## config.mk

```make
export PLATFORM = sky130hd
export DESIGN_NAME = vga_sram_pixel_reader_flat
export DESIGN_NICKNAME = d
export VERILOG_FILES = /design/src/rtl/vga_sram_pixel_reader_pkg.sv /design/src/rtl/vga_sram_pixel_reader_if.sv /design/src/rtl/vga_sram_pixel_reader_raster_counter.sv /design/src/rtl/vga_sram_pixel_reader.sv /design/src/flat_wrapper.sv
export SDC_FILE = /design/constraint.sdc
export NUM_CORES = 1
export LEC_CHECK = 0
export ABC_AREA = 1
export ABC_CLOCK_PERIOD_IN_PS = 2500
export CORE_ASPECT_RATIO = 1.5
export CORE_MARGIN = 1
export CORE_UTILIZATION = 53
export DETAILED_ROUTE_END_ITERATION = 12
export DONT_BUFFER_PORTS = 1
export PLACE_DENSITY_LB_ADDON = 0.2
export SLEW_MARGIN = 0
export SYNTH_ARGS = -nofsm -noshare
export SYNTH_HDL_FRONTEND = slang
export SYNTH_HIERARCHICAL = 1
export SYNTH_SLANG_ARGS = --single-unit
```

## constraint.sdc

```tcl
create_clock -name clk -period 2.5 [get_ports clk]
set_input_delay 0.125 -clock clk [delete_from_list [all_inputs] [get_ports clk]]
set_output_delay 0.125 -clock clk [all_outputs]
set_load 0.1 [all_outputs]
```

## src/rtl/vga_sram_pixel_reader_pkg.sv

```systemverilog
// Shared VGA/SRAM definitions for the frame-buffer reader.
//
// Holds the default raster geometry, the AXI OKAY response code, the raster
// counter width, the reader FSM state encoding and a helper that turns a
// (row, column) position into a linear pixel index.
package vga_sram_pixel_reader_pkg;

    localparam int H_VISIBLE_DEFAULT = 640;
    localparam int V_VISIBLE_DEFAULT = 480;
    localparam int COUNTER_WIDTH     = 10;

    localparam logic [1:0] RESP_OKAY = 2'b00;

    typedef enum logic [1:0] {
        ST_IDLE,
        ST_ADDR,
        ST_DATA,
        ST_HOLD
    } reader_state_t;

    // Linear frame-buffer index of a raster position; the caller truncates
    // the result to its address width.
    function automatic int unsigned pixel_index(
        input logic [COUNTER_WIDTH-1:0] row,
        input logic [COUNTER_WIDTH-1:0] column,
        input int unsigned              h_visible
    );
        return 32'(row) * h_visible + 32'(column);
    endfunction

endpackage

```

## src/rtl/vga_sram_pixel_reader_if.sv

```systemverilog
// AXI-Lite read channels (AR and R) between the pixel reader and the SRAM
// controller.
//
// Signals:
//   m_axi_araddr / m_axi_arvalid / m_axi_arready : read address channel
//   m_axi_rdata / m_axi_rresp / m_axi_rvalid / m_axi_rready : read data channel
// Modports:
//   master : the pixel reader side
//   slave  : the SRAM controller side
interface vga_sram_pixel_reader_if #(
    parameter int ADDR_WIDTH = 20,
    parameter int DATA_WIDTH = 16
);

    logic [ADDR_WIDTH-1:0] m_axi_araddr;
    logic                  m_axi_arvalid;
    logic                  m_axi_arready;
    logic [DATA_WIDTH-1:0] m_axi_rdata;
    logic [1:0]            m_axi_rresp;
    logic                  m_axi_rvalid;
    logic                  m_axi_rready;

    modport master (
        output m_axi_araddr, m_axi_arvalid, m_axi_rready,
        input  m_axi_arready, m_axi_rdata, m_axi_rresp, m_axi_rvalid
    );

    modport slave (
        input  m_axi_araddr, m_axi_arvalid, m_axi_rready,
        output m_axi_arready, m_axi_rdata, m_axi_rresp, m_axi_rvalid
    );

endinterface

```

## src/rtl/vga_sram_pixel_reader_raster_counter.sv

```systemverilog
// Column/row raster position of the next pixel to fetch, plus decode of
// whether that position is the first pixel of the frame, the last pixel of
// a line or the last pixel of the frame.
//
// Ports:
//   clk, reset : clock and asynchronous active-high reset
//   advance    : step to the next raster position (row-major, wraps at frame end)
//   column,row : current position
//   at_sof     : position is (0,0)
//   at_eol     : position is the last column
//   at_eof     : position is the last column of the last row
module vga_sram_pixel_reader_raster_counter
    import vga_sram_pixel_reader_pkg::*;
#(
    parameter int H_VISIBLE = H_VISIBLE_DEFAULT,
    parameter int V_VISIBLE = V_VISIBLE_DEFAULT
) (
    input  logic                     clk,
    input  logic                     reset,
    input  logic                     advance,
    output logic [COUNTER_WIDTH-1:0] column,
    output logic [COUNTER_WIDTH-1:0] row,
    output logic                     at_sof,
    output logic                     at_eol,
    output logic                     at_eof
);

    localparam logic [COUNTER_WIDTH-1:0] LAST_COL = COUNTER_WIDTH'(H_VISIBLE - 1);
    localparam logic [COUNTER_WIDTH-1:0] LAST_ROW = COUNTER_WIDTH'(V_VISIBLE - 1);

    assign at_sof = (column == '0) && (row == '0);
    assign at_eol = (column == LAST_COL);
    assign at_eof = at_eol && (row == LAST_ROW);

    always_ff @(posedge clk or posedge reset) begin
        if (reset) begin
            column <= '0;
            row    <= '0;
        end else if (advance) begin
            if (at_eol) begin
                column <= '0;
                row    <= (row == LAST_ROW) ? '0 : row + COUNTER_WIDTH'(1);
            end else begin
                column <= column + COUNTER_WIDTH'(1);
            end
        end
    end

endmodule

```

## src/rtl/vga_sram_pixel_reader.sv

```systemverilog
// Frame-buffer read master: walks the visible raster row-major, issues one
// AXI-Lite read per pixel (one outstanding at a time) and presents each
// returned word on a valid/ready pixel stream with sof/eol/eof markers.
//
// Ports:
//   clk, reset   : clock and asynchronous active-high reset
//   enable       : level; start or continue fetching
//   axi          : AXI-Lite read master (AR and R channels)
//   pixel_data   : pixel word
//   pixel_valid  : pixel available
//   pixel_ready  : consumer accepts pixel
//   pixel_sof    : pixel is (row 0, col 0)
//   pixel_eol    : pixel is the last column of a line
//   pixel_eof    : pixel is the last pixel of the frame
//   read_error   : sticky, set by any non-OKAY read response
module vga_sram_pixel_reader
    import vga_sram_pixel_reader_pkg::*;
#(
    parameter int AXI_ADDR_WIDTH = 20,
    parameter int AXI_DATA_WIDTH = 16,
    parameter int H_VISIBLE      = H_VISIBLE_DEFAULT,
    parameter int V_VISIBLE      = V_VISIBLE_DEFAULT
) (
    input  logic                      clk,
    input  logic                      reset,
    input  logic                      enable,
    vga_sram_pixel_reader_if.master   axi,
    output logic [AXI_DATA_WIDTH-1:0] pixel_data,
    output logic                      pixel_valid,
    input  logic                      pixel_ready,
    output logic                      pixel_sof,
    output logic                      pixel_eol,
    output logic                      pixel_eof,
    output logic                      read_error
);

    reader_state_t state;
    reader_state_t state_next;

    logic [AXI_ADDR_WIDTH-1:0] araddr_q;
    logic                      arvalid_q;
    logic                      rready_q;

    logic [COUNTER_WIDTH-1:0]  column;
    logic [COUNTER_WIDTH-1:0]  row;
    logic                      at_sof;
    logic                      at_eol;
    logic                      at_eof;

    logic                      load_addr;
    logic                      ar_done;
    logic                      r_done;
    logic                      px_done;
    logic [AXI_ADDR_WIDTH-1:0] addr_next;

    assign axi.m_axi_araddr  = araddr_q;
    assign axi.m_axi_arvalid = arvalid_q;
    assign axi.m_axi_rready  = rready_q;

    // Counters already point at the next pixel, so this is the next request.
    assign addr_next = AXI_ADDR_WIDTH'(pixel_index(row, column, H_VISIBLE));

    // The counters advance on the data handshake, so their decode still
    // describes the pixel being captured at that moment.
    vga_sram_pixel_reader_raster_counter #(
        .H_VISIBLE (H_VISIBLE),
        .V_VISIBLE (V_VISIBLE)
    ) u_raster (
        .clk     (clk),
        .reset   (reset),
        .advance (r_done),
        .column  (column),
        .row     (row),
        .at_sof  (at_sof),
        .at_eol  (at_eol),
        .at_eof  (at_eof)
    );

    always_ff @(posedge clk or posedge reset) begin
        if (reset) begin
            state <= ST_IDLE;
        end else begin
            state <= state_next;
        end
    end

    // arvalid is high for the whole of ADDR and rready for the whole of DATA,
    // so the handshakes reduce to the slave-side signal alone.
    always_comb begin
        state_next = state;
        load_addr  = 1'b0;
        ar_done    = 1'b0;
        r_done     = 1'b0;
        px_done    = 1'b0;
        case (state)
            ST_IDLE: begin
                if (enable) begin
                    load_addr  = 1'b1;
                    state_next = ST_ADDR;
                end
            end
            ST_ADDR: begin
                if (axi.m_axi_arready) begin
                    ar_done    = 1'b1;
                    state_next = ST_DATA;
                end
            end
            ST_DATA: begin
                if (axi.m_axi_rvalid) begin
                    r_done     = 1'b1;
                    state_next = ST_HOLD;
                end
            end
            ST_HOLD: begin
                if (pixel_ready) begin
                    px_done = 1'b1;
                    if (enable) begin
                        load_addr  = 1'b1;
                        state_next = ST_ADDR;
                    end else begin
                        state_next = ST_IDLE;
                    end
                end
            end
            default: state_next = ST_IDLE;
        endcase
    end

    always_ff @(posedge clk or posedge reset) begin
        if (reset) begin
            araddr_q    <= '0;
            arvalid_q   <= 1'b0;
            rready_q    <= 1'b0;
            pixel_data  <= '0;
            pixel_valid <= 1'b0;
            pixel_sof   <= 1'b0;
            pixel_eol   <= 1'b0;
            pixel_eof   <= 1'b0;
            read_error  <= 1'b0;
        end else begin
            if (load_addr) begin
                araddr_q  <= addr_next;
                arvalid_q <= 1'b1;
            end
            if (ar_done) begin
                arvalid_q <= 1'b0;
                rready_q  <= 1'b1;
            end
            if (r_done) begin
                rready_q    <= 1'b0;
                pixel_data  <= axi.m_axi_rdata;
                pixel_valid <= 1'b1;
                pixel_sof   <= at_sof;
                pixel_eol   <= at_eol;
                pixel_eof   <= at_eof;
                if (axi.m_axi_rresp != RESP_OKAY) begin
                    read_error <= 1'b1;
                end
            end
            if (px_done) begin
                pixel_valid <= 1'b0;
            end
        end
    end

endmodule

```

## src/flat_wrapper.sv

```systemverilog
// flat-port wrapper written by rule: the top's interface ports become plain ports
module vga_sram_pixel_reader_flat import vga_sram_pixel_reader_pkg::*;
#(
    parameter int AXI_ADDR_WIDTH = 20,
    parameter int AXI_DATA_WIDTH = 16,
    parameter int H_VISIBLE      = H_VISIBLE_DEFAULT,
    parameter int V_VISIBLE      = V_VISIBLE_DEFAULT
)
  (clk, reset, enable, pixel_data, pixel_valid, pixel_ready, pixel_sof, pixel_eol, pixel_eof, read_error, axi_m_axi_araddr, axi_m_axi_arvalid, axi_m_axi_rready, axi_m_axi_arready, axi_m_axi_rdata, axi_m_axi_rresp, axi_m_axi_rvalid);
  vga_sram_pixel_reader_if #(.ADDR_WIDTH((20)), .DATA_WIDTH((16))) axi_i ();
  input  logic clk;
  input  logic reset;
  input  logic enable;
  output logic [AXI_DATA_WIDTH-1:0] pixel_data;
  output logic pixel_valid;
  input  logic pixel_ready;
  output logic pixel_sof;
  output logic pixel_eol;
  output logic pixel_eof;
  output logic read_error;
  output wire logic [$bits(axi_i.m_axi_araddr)-1:0] axi_m_axi_araddr;
  output wire logic [$bits(axi_i.m_axi_arvalid)-1:0] axi_m_axi_arvalid;
  output wire logic [$bits(axi_i.m_axi_rready)-1:0] axi_m_axi_rready;
  input wire logic [$bits(axi_i.m_axi_arready)-1:0] axi_m_axi_arready;
  input wire logic [$bits(axi_i.m_axi_rdata)-1:0] axi_m_axi_rdata;
  input wire logic [$bits(axi_i.m_axi_rresp)-1:0] axi_m_axi_rresp;
  input wire logic [$bits(axi_i.m_axi_rvalid)-1:0] axi_m_axi_rvalid;
  assign axi_m_axi_araddr = axi_i.m_axi_araddr;
  assign axi_m_axi_arvalid = axi_i.m_axi_arvalid;
  assign axi_m_axi_rready = axi_i.m_axi_rready;
  assign axi_i.m_axi_arready = axi_m_axi_arready;
  assign axi_i.m_axi_rdata = axi_m_axi_rdata;
  assign axi_i.m_axi_rresp = axi_m_axi_rresp;
  assign axi_i.m_axi_rvalid = axi_m_axi_rvalid;
  vga_sram_pixel_reader #(.AXI_ADDR_WIDTH(AXI_ADDR_WIDTH), .AXI_DATA_WIDTH(AXI_DATA_WIDTH), .H_VISIBLE(H_VISIBLE), .V_VISIBLE(V_VISIBLE)) u_core (.clk(clk), .reset(reset), .enable(enable), .axi(axi_i), .pixel_data(pixel_data), .pixel_valid(pixel_valid), .pixel_ready(pixel_ready), .pixel_sof(pixel_sof), .pixel_eol(pixel_eol), .pixel_eof(pixel_eof), .read_error(read_error));
endmodule
```

==> flow_metrics.env <==
export IMPL_die_y_um=109
export IMPL_cts_tree="done"
export IMPL_wire_per_inst_um=13.1
export IMPL_synth_edff_count=0
export IMPL_drv_slew=0
export IMPL_grt_start_max_net_pins=26
export IMPL_ant_nets=0
export IMPL_p_sw_share_pct=54.1
export IMPL_insertion_delay_ns=0.35
export IMPL_dieArea_um2=7980
export IMPL_route_detailed_drc=0
export IMPL_switchingPower_mw=2.99
export IMPL_first_global_vias=3625
export IMPL_clockBufferDepth=2
export IMPL_wirelength_um=9430
export IMPL_synth_top_cells_by_area="dfrtp_1 (40%), nand2_1 (19%), ha_1 (8.7%), inv_1 (6.5%), nand3_1 (4.2%)"
export IMPL_slowest_delay_ns=0.57
export IMPL_synth_cells=536
export IMPL_syn_nets=590
export IMPL_synth_area_um2=4040
export IMPL_synth_top_area_share_pct=40.3
export IMPL_clockPowerShare_pct=18.4
export IMPL_antenna_found_initial=0
export IMPL_p_leak_nw=2.77
export IMPL_synthMuxAreaShare_pct=0.248
export IMPL_synthAdderAreaFrac_pct=9.67
export IMPL_yosys_area_top_type="dfrtp_1"
export IMPL_start_util_pct=55.2
export IMPL_numClockSinks=65
export IMPL_gp_congestion=0.955
export IMPL_min_path_type="in2reg"
export IMPL_drive_above_1_share_pct=17.8
export IMPL_avgViaCountPerCell=5.05
export IMPL_track_usage_pct=25.1
export IMPL_worstSetupStartpointType="flop"
export IMPL_period_share_pct=93.1
export IMPL_ys_seq_area_share_pct=40.3
export IMPL_fin_skew_ns=0.0103
export IMPL_yosysMostFrequentCell="nand2_1"
export IMPL_power_density_nw_per_um2=1110
export IMPL_ys_seq_elements=65
export IMPL_synth_top_family_by_area="simple AND/OR/NAND/NOR gates"
export IMPL_crit_required_ns=2.74
export IMPL_die_w_um=73.3
export IMPL_synth_simple_gate_area_share_pct=34.9
export IMPL_slowest_stage="fa_2"
export IMPL_yosys_top_cells_count="nand2_1 (206), inv_1 (70), dfrtp_1 (65)"
export IMPL_comb_power_share_pct=54.2
export IMPL_rows=38
export IMPL_grt_pass1_wl_um=15300
export IMPL_clk_pin_slew_worst_paths_ns=0.07
export IMPL_synth_compound_area_share_pct=4.71
export IMPL_overflow=0
export IMPL_arrival_ns=2.57
export IMPL_max_vdd_ir_drop_v=0.00101
export IMPL_yosysWarnings=6
export IMPL_utilization_pct=67.8
export IMPL_crit_path_frequent_cell="ha_1"
export IMPL_async_flop_share_pct=100
export IMPL_synth_main_ff_cell="dfrtp_1"
export IMPL_postCtsSetupBuffers=0
export IMPL_num_io_pins=67
export IMPL_core_area_um2=7320
export IMPL_p_seq_share_pct=27.4
export IMPL_path_buf_inv=1
export IMPL_drtPass1Iterations=5
export IMPL_critical_path_class="reg2reg"
export IMPL_ctsHtreeMaxLevel=3
export IMPL_max_slew_margin_rel_pct=45.4
export IMPL_path_delay_family="adder cells"
export IMPL_setup_viol=0
export IMPL_avgSynthCellArea_um2=7.54
export IMPL_synth_xor_xnor_area_share_pct=1.95
export IMPL_cp_max_fo=4
export IMPL_cp_cell_sequence="ha_1 -> ha_1 -> fa_2 -> inv_1 -> nor2_2 -> nand3_2 -> nor2_4 -> nand4_1 -> nand3_1 -> nand2_1"
export IMPL_ys_types=35
export IMPL_cts_root_buf="clkbuf_8"
export IMPL_drv_cap=0
export IMPL_io_buffers=0
export IMPL_n_antenna_cell=0
export IMPL_rsz0062_at_grt="false"
export IMPL_p_int_mw=2.53
export IMPL_hpwl_um=6700
export IMPL_fmaxAchievable_mhz=430
export IMPL_tightest_slew_ns=0.814
export IMPL_fin_tns_setup_ns=0
export IMPL_nets=667
export IMPL_vias=3627
export IMPL_outcome="finished clean"
export IMPL_syn2layout_area_growth_pct=22.9
export IMPL_cts_made_buffers=9
export IMPL_hold_viol=0
export IMPL_fillers=581
export IMPL_drt_iter0_markers=164
export IMPL_period_needed_ns=2.33
export IMPL_crit_path_end_kind="flop"
-- cell usage in the layout, fill, tap and decap left out, types with 6 or more instances in the layout --
master         count
dfrtp_1           65
inv_1             69
buf_4             53
ha_1              28
a21oi_1            7
nand4_1            6
dlygate4sd3_1     21
nand3_1           34
o21ai_0           14
nand2_1          205
nor2_2             8
nor2_1            33
clkbuf_8          10
nand3_2            7
xor2_1             7
-- layout make-up --
cell class / count / area (um^2) / share of cell area [%]
clock inverter: 6 / 90.1 / 1.81
clock buffer: 10 / 138 / 2.77
tap: 100 / 125 / 2.52
timing repair buffer: 74 / 608 / 12.3
multi-input combinational: 387 / 2090 / 42.1
inverter: 76 / 285 / 5.75
sequential: 65 / 1630 / 32.8
-- power by group through the flow --
stage | Sequential (mW) | Combinational [mW] | Clock (mW)
global placement | 1.51 | 2.89 | 0
floorplan | 3.21 | 0.641 | 0
detailed placement | 1.53 | 2.93 | 0
global route | 1.54 | 3.15 | 1.08
CTS | 1.51 | 2.97 | 1.03
finish | 1.51 | 2.99 | 1.02
-- metal layers --
| layer | track usage, % | vias up | routed length [um] |
|---|---|---|---|
| met2 | 47.2 | 87 | 5000 |
| met1 | 26.0 | 1701 | 3800 |
| met3 | 5.91 | 16 | 444 |
| li1 | - | 1823 | - |
| met5 | 0 | - | 0 |
| met4 | 10.8 | 0 | 187 |
-- sequential cells by signal, indices dropped and copies added, names as in the netlist --
| signal | flops |
|---|---|
| u_core/state | 2 |
| u_core/pixel_eof | 1 |
| u_core/axi.m_axi_araddr | 20 |
| u_core/pixel_eol | 1 |
| u_core/pixel_sof | 1 |
| u_core/read_error | 1 |
| u_core/u_raster/row | 10 |
| u_core/pixel_valid | 1 |
| u_core/axi.m_axi_arvalid | 1 |
| u_core/axi.m_axi_rready | 1 |
| u_core/pixel_data | 16 |
| u_core/u_raster/column | 10 |
-- worst register-to-register path: stages (launching register included) --
cell and delay, ns:
dfrtp_1 0.39, ha_1 0.30, ha_1 0.25, fa_2 0.57
inv_1 0.07, nor2_2 0.12, nand3_2 0.12, nor2_4 0.13
nand4_1 0.11, nand3_1 0.10, nand2_1 0.05
-- final timing paths --
| kind | start | end | slack, ns | depth (start not counted) |
|---|---|---|---|---|
| setup / recovery | u_core/u_raster/row[1] | u_core/axi.m_axi_araddr[18] | 0.17 | 10 |
| hold / removal | enable | u_core/state[0] | 0.04 | 2 |
| setup reg to reg | u_core/u_raster/row[1] | u_core/axi.m_axi_araddr[18] | 0.17 | 10 |
| hold reg to reg | u_core/axi.m_axi_araddr[4] | u_core/axi.m_axi_araddr[4] | 0.49 | 2 |
| max in group asynchronous | reset | u_core/axi.m_axi_araddr[5] | 1.48 | 3 |
| min in group asynchronous | reset | u_core/pixel_data[8] | 0.31 | 2 |
-- stage by stage --
step	power, mW	hold WS [ns]	instance area [um^2]	worst slack, ns	instances
2_1_floorplan	3.86	0.0888	4040	0.271	536
3_3_place_gp	4.41	0.0929	4510	0.254	681
3_5_place_dp	4.46	0.0994	4510	0.138	681
4_1_cts	5.52	0.0193	4950	0.121	718
5_1_grt	5.78	0.0463	4960	0.00390	718
6_report	5.52	0.0403	4960	0.172	718
-- cells by family after synthesis --
family / Yosys count
adder cells (fa/ha/maj): 30
AND/OR/NAND/NOR: 315
flip-flops: 65
XOR/XNOR: 9
AO/OA/AOI/OAI: 32
multiplexers: 1
buffers and inverters: 84
-- repair_timing --
action	CTS	global route
hold buffers	21	0
endpoints found under the hold margin	62	0
resized for setup	0	4
endpoints found under the setup margin	0	5
(Power assumes the default switching activity.)
